[src/rtl/vector_pkg.sv]
// Shared constants, occupancy states and payload type for the Execute->Memory vector buffer.
// The VEX_LANE_MASK_EN macro adds a per-lane mask field to the payload.
package vector_pkg;

    localparam int VEC_DATA_WIDTH = 8;
    localparam int VEC_LANES      = 6;
    localparam int VEC_REG_ADDR_W = 4;

    // The encoding is {main_v, skid_v}, so the slot valids read straight off the state bits.
    typedef enum logic [1:0] {
        BUF_EMPTY = 2'b00,
        BUF_ONE   = 2'b10,
        BUF_FULL  = 2'b11
    } buf_state_e;

    typedef struct packed {
        logic [VEC_DATA_WIDTH*VEC_LANES-1:0] result;
        logic [VEC_REG_ADDR_W-1:0]           rd;
        logic                                wb_en;
        logic                                mem_we;
`ifdef VEX_LANE_MASK_EN
        logic [VEC_LANES-1:0]                lane_mask;
`endif
    } ex_mem_payload_t;

endpackage

[src/rtl/vex_payload_slot.sv]
// One payload register. Clearing drops only the enables (and restores the mask); data is kept.
// The VEX_LANE_MASK_EN macro enables the lane_mask field handling.
module vex_payload_slot
    import vector_pkg::*;
(
    input  logic            clk,
    input  logic            rst_n,
    input  logic            load_i,
    input  logic            clr_i,
    input  ex_mem_payload_t d_i,
    output ex_mem_payload_t q_o
);

    ex_mem_payload_t slot_q;

    always_ff @(posedge clk or negedge rst_n) begin
        if (!rst_n) begin
            slot_q <= '0;
`ifdef VEX_LANE_MASK_EN
            slot_q.lane_mask <= '1;
`endif
        end else if (clr_i) begin
            slot_q.wb_en  <= 1'b0;
            slot_q.mem_we <= 1'b0;
`ifdef VEX_LANE_MASK_EN
            slot_q.lane_mask <= '1;
`endif
        end else if (load_i) begin
            slot_q <= d_i;
        end
    end

    assign q_o = slot_q;

endmodule

[src/rtl/vector_ex_mem_buffer.sv]
// Two-entry skid buffer between the vector ALU and the Memory stage; in_ready comes from a flop.
// The VEX_LANE_MASK_EN macro adds in_lane_mask/out_lane_mask and zeroes the masked-off lanes.
module vector_ex_mem_buffer
    import vector_pkg::*;
#(
    parameter int DATA_WIDTH = VEC_DATA_WIDTH,
    parameter int LANES      = VEC_LANES,
    parameter int REG_ADDR_W = VEC_REG_ADDR_W
) (
    input  logic                        clk,
    input  logic                        rst_n,
    input  logic                        flush,
    input  logic                        in_valid,
    output logic                        in_ready,
    input  logic [DATA_WIDTH*LANES-1:0] in_result,
    input  logic [REG_ADDR_W-1:0]       in_rd,
    input  logic                        in_wb_en,
    input  logic                        in_mem_we,
    output logic                        out_valid,
    input  logic                        out_ready,
    output logic [DATA_WIDTH*LANES-1:0] out_result,
    output logic [REG_ADDR_W-1:0]       out_rd,
    output logic                        out_wb_en,
    output logic                        out_mem_we
`ifdef VEX_LANE_MASK_EN
   ,input  logic [LANES-1:0]            in_lane_mask
   ,output logic [LANES-1:0]            out_lane_mask
`endif
);

    buf_state_e      state_q, state_d;
    ex_mem_payload_t in_pl, main_d, main_q, skid_q;
    logic            main_ld, skid_ld, accept, pop;

    always_comb begin
        in_pl        = '0;
        in_pl.result = in_result;
        in_pl.rd     = in_rd;
        in_pl.wb_en  = in_wb_en;
        in_pl.mem_we = in_mem_we;
`ifdef VEX_LANE_MASK_EN
        in_pl.lane_mask = in_lane_mask;
`endif
    end

    assign in_ready  = ~state_q[0];
    assign out_valid = state_q[1];
    assign accept    = in_valid & in_ready;
    assign pop       = out_valid & out_ready;

    always_ff @(posedge clk or negedge rst_n) begin
        if (!rst_n) state_q <= BUF_EMPTY;
        else        state_q <= state_d;
    end

    always_comb begin
        state_d = state_q;
        main_ld = 1'b0;
        skid_ld = 1'b0;
        main_d  = in_pl;
        if (flush) begin
            state_d = BUF_EMPTY;
        end else begin
            case (state_q)
                BUF_EMPTY: if (accept) begin
                    main_ld = 1'b1;
                    state_d = BUF_ONE;
                end
                BUF_ONE: begin
                    if (accept && pop) begin
                        main_ld = 1'b1;
                    end else if (accept) begin
                        skid_ld = 1'b1;
                        state_d = BUF_FULL;
                    end else if (pop) begin
                        state_d = BUF_EMPTY;
                    end
                end
                BUF_FULL: if (pop) begin
                    main_ld = 1'b1;
                    main_d  = skid_q;
                    state_d = BUF_ONE;
                end
                default: state_d = BUF_EMPTY;
            endcase
        end
    end

    vex_payload_slot u_main (
        .clk    (clk),
        .rst_n  (rst_n),
        .load_i (main_ld),
        .clr_i  (flush),
        .d_i    (main_d),
        .q_o    (main_q)
    );

    vex_payload_slot u_skid (
        .clk    (clk),
        .rst_n  (rst_n),
        .load_i (skid_ld),
        .clr_i  (flush),
        .d_i    (in_pl),
        .q_o    (skid_q)
    );

    assign out_rd     = main_q.rd;
    assign out_wb_en  = main_q.wb_en;
    assign out_mem_we = main_q.mem_we;
`ifdef VEX_LANE_MASK_EN
    assign out_lane_mask = main_q.lane_mask;
`endif

    // The mask is packed like the result: the bit in a lane's position governs that lane.
    for (genvar i = 0; i < LANES; i++) begin : g_lane
        localparam int LSB = (LANES - 1 - i) * DATA_WIDTH;
`ifdef VEX_LANE_MASK_EN
        assign out_result[LSB +: DATA_WIDTH] =
            main_q.lane_mask[LANES-1-i] ? main_q.result[LSB +: DATA_WIDTH] : '0;
`else
        assign out_result[LSB +: DATA_WIDTH] = main_q.result[LSB +: DATA_WIDTH];
`endif
    end

endmodule
[config.mk]
export PLATFORM = sky130hd
export DESIGN_NAME = vector_ex_mem_buffer
export DESIGN_NICKNAME = d
export VERILOG_FILES = /design/src/rtl/vector_pkg.sv /design/src/rtl/vex_payload_slot.sv /design/src/rtl/vector_ex_mem_buffer.sv
export SDC_FILE = /design/constraint.sdc
export NUM_CORES = 1
export LEC_CHECK = 0
export BUFFER_PORTS_ARGS = -buffer_cell sky130_fd_sc_hd__buf_4
export CORE_MARGIN = 2
export CORE_UTILIZATION = 54
export DETAILED_ROUTE_END_ITERATION = 10
export GPL_TIMING_DRIVEN = 1
export PLACE_DENSITY = 0.8
export RECOVER_POWER = 50
export SLEW_MARGIN = 5
export SYNTH_ARGS = -nofsm -noshare
export SYNTH_HDL_FRONTEND = slang
export SYNTH_SLANG_ARGS = --single-unit
[constraint.sdc]
create_clock -name clk -period 2.2 [get_ports clk]
set_clock_uncertainty 0.2 [all_clocks]
set_input_delay 0.44 -clock clk [delete_from_list [all_inputs] [get_ports clk]]
set_output_delay 0.44 -clock clk [all_outputs]
set_load 0.05 [all_outputs]
==> flow_metrics.py <==
metrics = {
    "grt": {
        "grt_pass1_wl_mm": 17.3,
        "grt_remaining_overflow": 0,
        "antenna_found_initial": 0,
        "track_usage_pct": 22.0,
        "grt_max_degree": 57,
        "grt_pass1_vias": 3597,
    },
    "cells_and_area": {
        "layout.nets": 563,
        "stdcell_area_sq_mm": 0.00616,
        "fin_util_pct": 70.3,
        "areaGrowthSynthToFinish_pct": 25.1,
        "fin_cells": 613,
        "diodes": 0,
        "drive_above_1_share_pct": 38.0,
    },
    "detailed_routing": {
        "vias_per_cell": 5.87,
        "wl_per_cell_microns": 17.3,
        "drc_errors": 0,
        "vias": 3596,
        "drtIter0Drc": 145,
        "drt_first_pass_iters": 4,
        "ant_nets": 0,
        "totalWireLength_mm": 10.6,
    },
    "job": {
        "maxCapViolCount": 0,
    },
    "critical_path": {
        "path_max_fanout": 52,
        "critPathArrivalTime_ns": 2.18,
        "crit_buf_inv": 2,
        "critPathRequiredTime_ns": 2.24,
        "cp_slowest_cell": "dfrtp_2",
        "crit_chain": "inv_1 > ha_1 > and3b_2 > a221o_4 > buf_12 > a21oi_1 > a31oi_1",
        "crit_family": "compound AO/OA/AOI/OAI gates",
        "start_kind": "register",
        "cpPeakStageDelay_ns": 0.41,
        "critPathCaptureType": "register",
        "crit_type": "register to register",
    },
    "sta": {
        "final_hold_viol_count": 0,
        "finalCritPeriodShare_pct": 97.2,
        "fmax_mhz": 468,
        "slew_violations": 0,
        "fin_crit_ns": 2.14,
        "rsz0062_at_grt": "yes",
        "max_slew_margin_pct": 46.8,
        "final-setup-viol-count": 0,
        "fin_tns_setup_ns": 0,
        "worstMarginPinSlew_ns": 0.798,
    },
    "clock_tree": {
        "path_clk_slew_ns": 0.12,
        "cts.path.max_buffers": 2,
        "clock-sinks": 110,
        "cts_buffers": 9,
        "clk-insertion-delay-late_ns": 0.36,
        "tritoncts": "yes",
        "cts_root_buf": "clkbuf_8",
        "cts_max_level": 3,
    },
    "synthesis": {
        "synth_cells": 394,
        "ys.warnings.count": 0,
        "ys_seq_area_share_pct": 55.9,
        "synth_nets": 457,
        "syn_area_sq_mm": 0.00493,
        "synth_seq_cells": 110,
        "syn_avg_cell_area_sq_um": 12.5,
        "ys_types": 27,
    },
    "hold_path": {
        "hold_path.class": "input pin to register",
    },
    "die": {
        "core_area_sq_mm": 0.00876,
        "initial_core_util_pct": 56.2,
        "num_rows": 34,
        "die_h_microns": 99.5,
        "ios": 115,
        "die-area_sq_mm": 0.00990,
        "die_width_microns": 99.5,
    },
    "power": {
        "peakVddDrop_mv": 0.799,
        "p_leak_uw": 0.00306,
        "powerDensity_mw_per_mm2": 1500,
    },
    "status": {
        "outcome": "finished, final reports clean",
    },
    "placed_design": {
        "placed_cell_area_sq_mm": 0.00597,
        "place_congestion": 0.862,
        "placed_cells_incl_taps": 594,
        "hpwl_mm": 7.04,
        "port_buffers": 114,
    },
}
==> cells in the mapped netlist <==
cell / n / area (sq um)
nand4b_2: 1 / 15.0
inv_1: 2 / 7.51
buf_2: 18 / 90.1
dfrtp_1: 110 / 2750
and2_1: 1 / 6.26
buf_4: 2 / 15.0
or2b_1: 1 / 7.51
nand2b_1: 1 / 6.26
nand2_1: 8 / 30.0
a221oi_1: 1 / 8.76
xnor2_1: 1 / 8.76
buf_6: 5 / 56.3
and2b_2: 1 / 8.76
mux2i_1: 54 / 541
a221o_1: 1 / 10.0
nor2b_1: 2 / 12.5
nor2_1: 1 / 3.75
and3_1: 1 / 6.26
a211o_1: 1 / 8.76
ha_1: 4 / 50.1
o21a_1: 2 / 15.0
and3b_2: 1 / 10.0
mux2_2: 52 / 586
a31oi_1: 54 / 338
nand3_1: 3 / 15.0
clkbuf_1: 10 / 37.5
a21oi_1: 56 / 280
==> per-stage QoR <==
stage	setup WS (ns)	power, uW	hold WS (ns)
after floorplan	-0.0686	6600	-0.0556
after global placement	0.143	7860	0.211
after detailed placement	0.0242	8030	0.215
after CTS	0.0224	9400	0.0849
after global routing	-0.0376	9720	0.0877
final	0.0626	9240	0.102
==> worst paths after layout <==
| kind | start | to | slack, ns | cells after the start |
|---|---|---|---|---|
| setup / recovery | state_q[0] | u_main.q_o[25] | 0.06 | 7 |
| hold / removal | in_result[1] | u_skid.q_o[7] | 0.10 | 2 |
| setup reg to reg | state_q[0] | u_main.q_o[25] | 0.06 | 7 |
| hold reg to reg | u_main.q_o[0] | u_main.q_o[0] | 0.31 | 1 |
| max in group asynchronous | rst_n | u_main.q_o[35] | 0.30 | 3 |
| min in group asynchronous | rst_n | u_main.q_o[19] | 0.49 | 2 |
==> routing by layer <==
layer	GRT usage, %	vias up	part of all wire [%]	wire [microns]
met4	8.11	0	1.8	188
li1	-	1664	-	-
met2	37.0	89	52	5450
met5	0	-	0	0
met3	4.71	15	4.9	522
met1	28.3	1828	42	4420
==> logic make-up (layout without fill, tap and decap cells) <==
kind of cell    count (synthesis)  in the layout  share of synthesized area, %
fa+ha+maj                       4              4                          1.02
flops                         110            110                          55.9
buf+inv                        37            148                          4.19
xor+xnor                        1              1                         0.178
simple gates                   21             21                          2.46
mux                           106            106                          22.9
compound gates                115            115                          13.4
==> state kept, by name (all words and copies together), names as in the netlist <==
name,flops
u_skid.q_o,54
state_q,2
u_main.q_o,54
==> placed cells by master (no fill, tap or decap), types with 4 or more instances in the layout <==
cell type,netlist,layout
nand2_1,8,8
clkbuf_8,0,9
a31oi_1,54,53
dfrtp_1,110,108
a21oi_1,56,56
buf_12,0,7
mux2i_1,54,54
mux2_2,52,52
buf_4,2,106
clkbuf_1,10,14
ha_1,4,4
==> power by group <==
| group | total, uW | internal (uW) | switching, uW |
|---|---|---|---|
| logic | 4340 | 1500 | 2840 |
| registers | 3520 | 2990 | 536 |
| clock network | 1380 | 666 | 715 |
| total | 9240 | 5150 | 4090 |
==> what timing repair did <==
action | CTS | global route
resized for setup | 1 | 1
cloned | 0 | 0
hold buffers | 1 | 0
setup endpoints to repair | 5 | 38
hold endpoints to repair | 29 | 0
setup buffers | 0 | 2
==> final cells by class <==
cell class | count | area (sq um)
multi-input cells | 247 | 2010
clock buffers | 10 | 128
well taps | 108 | 135
repair buffers | 130 | 1020
clock inverters | 6 | 105
fillers | 673 | 2600
flip-flops and latches | 110 | 2760
inverters | 2 | 7.51
No activity file was read; power rests on OpenSTA's default activity.
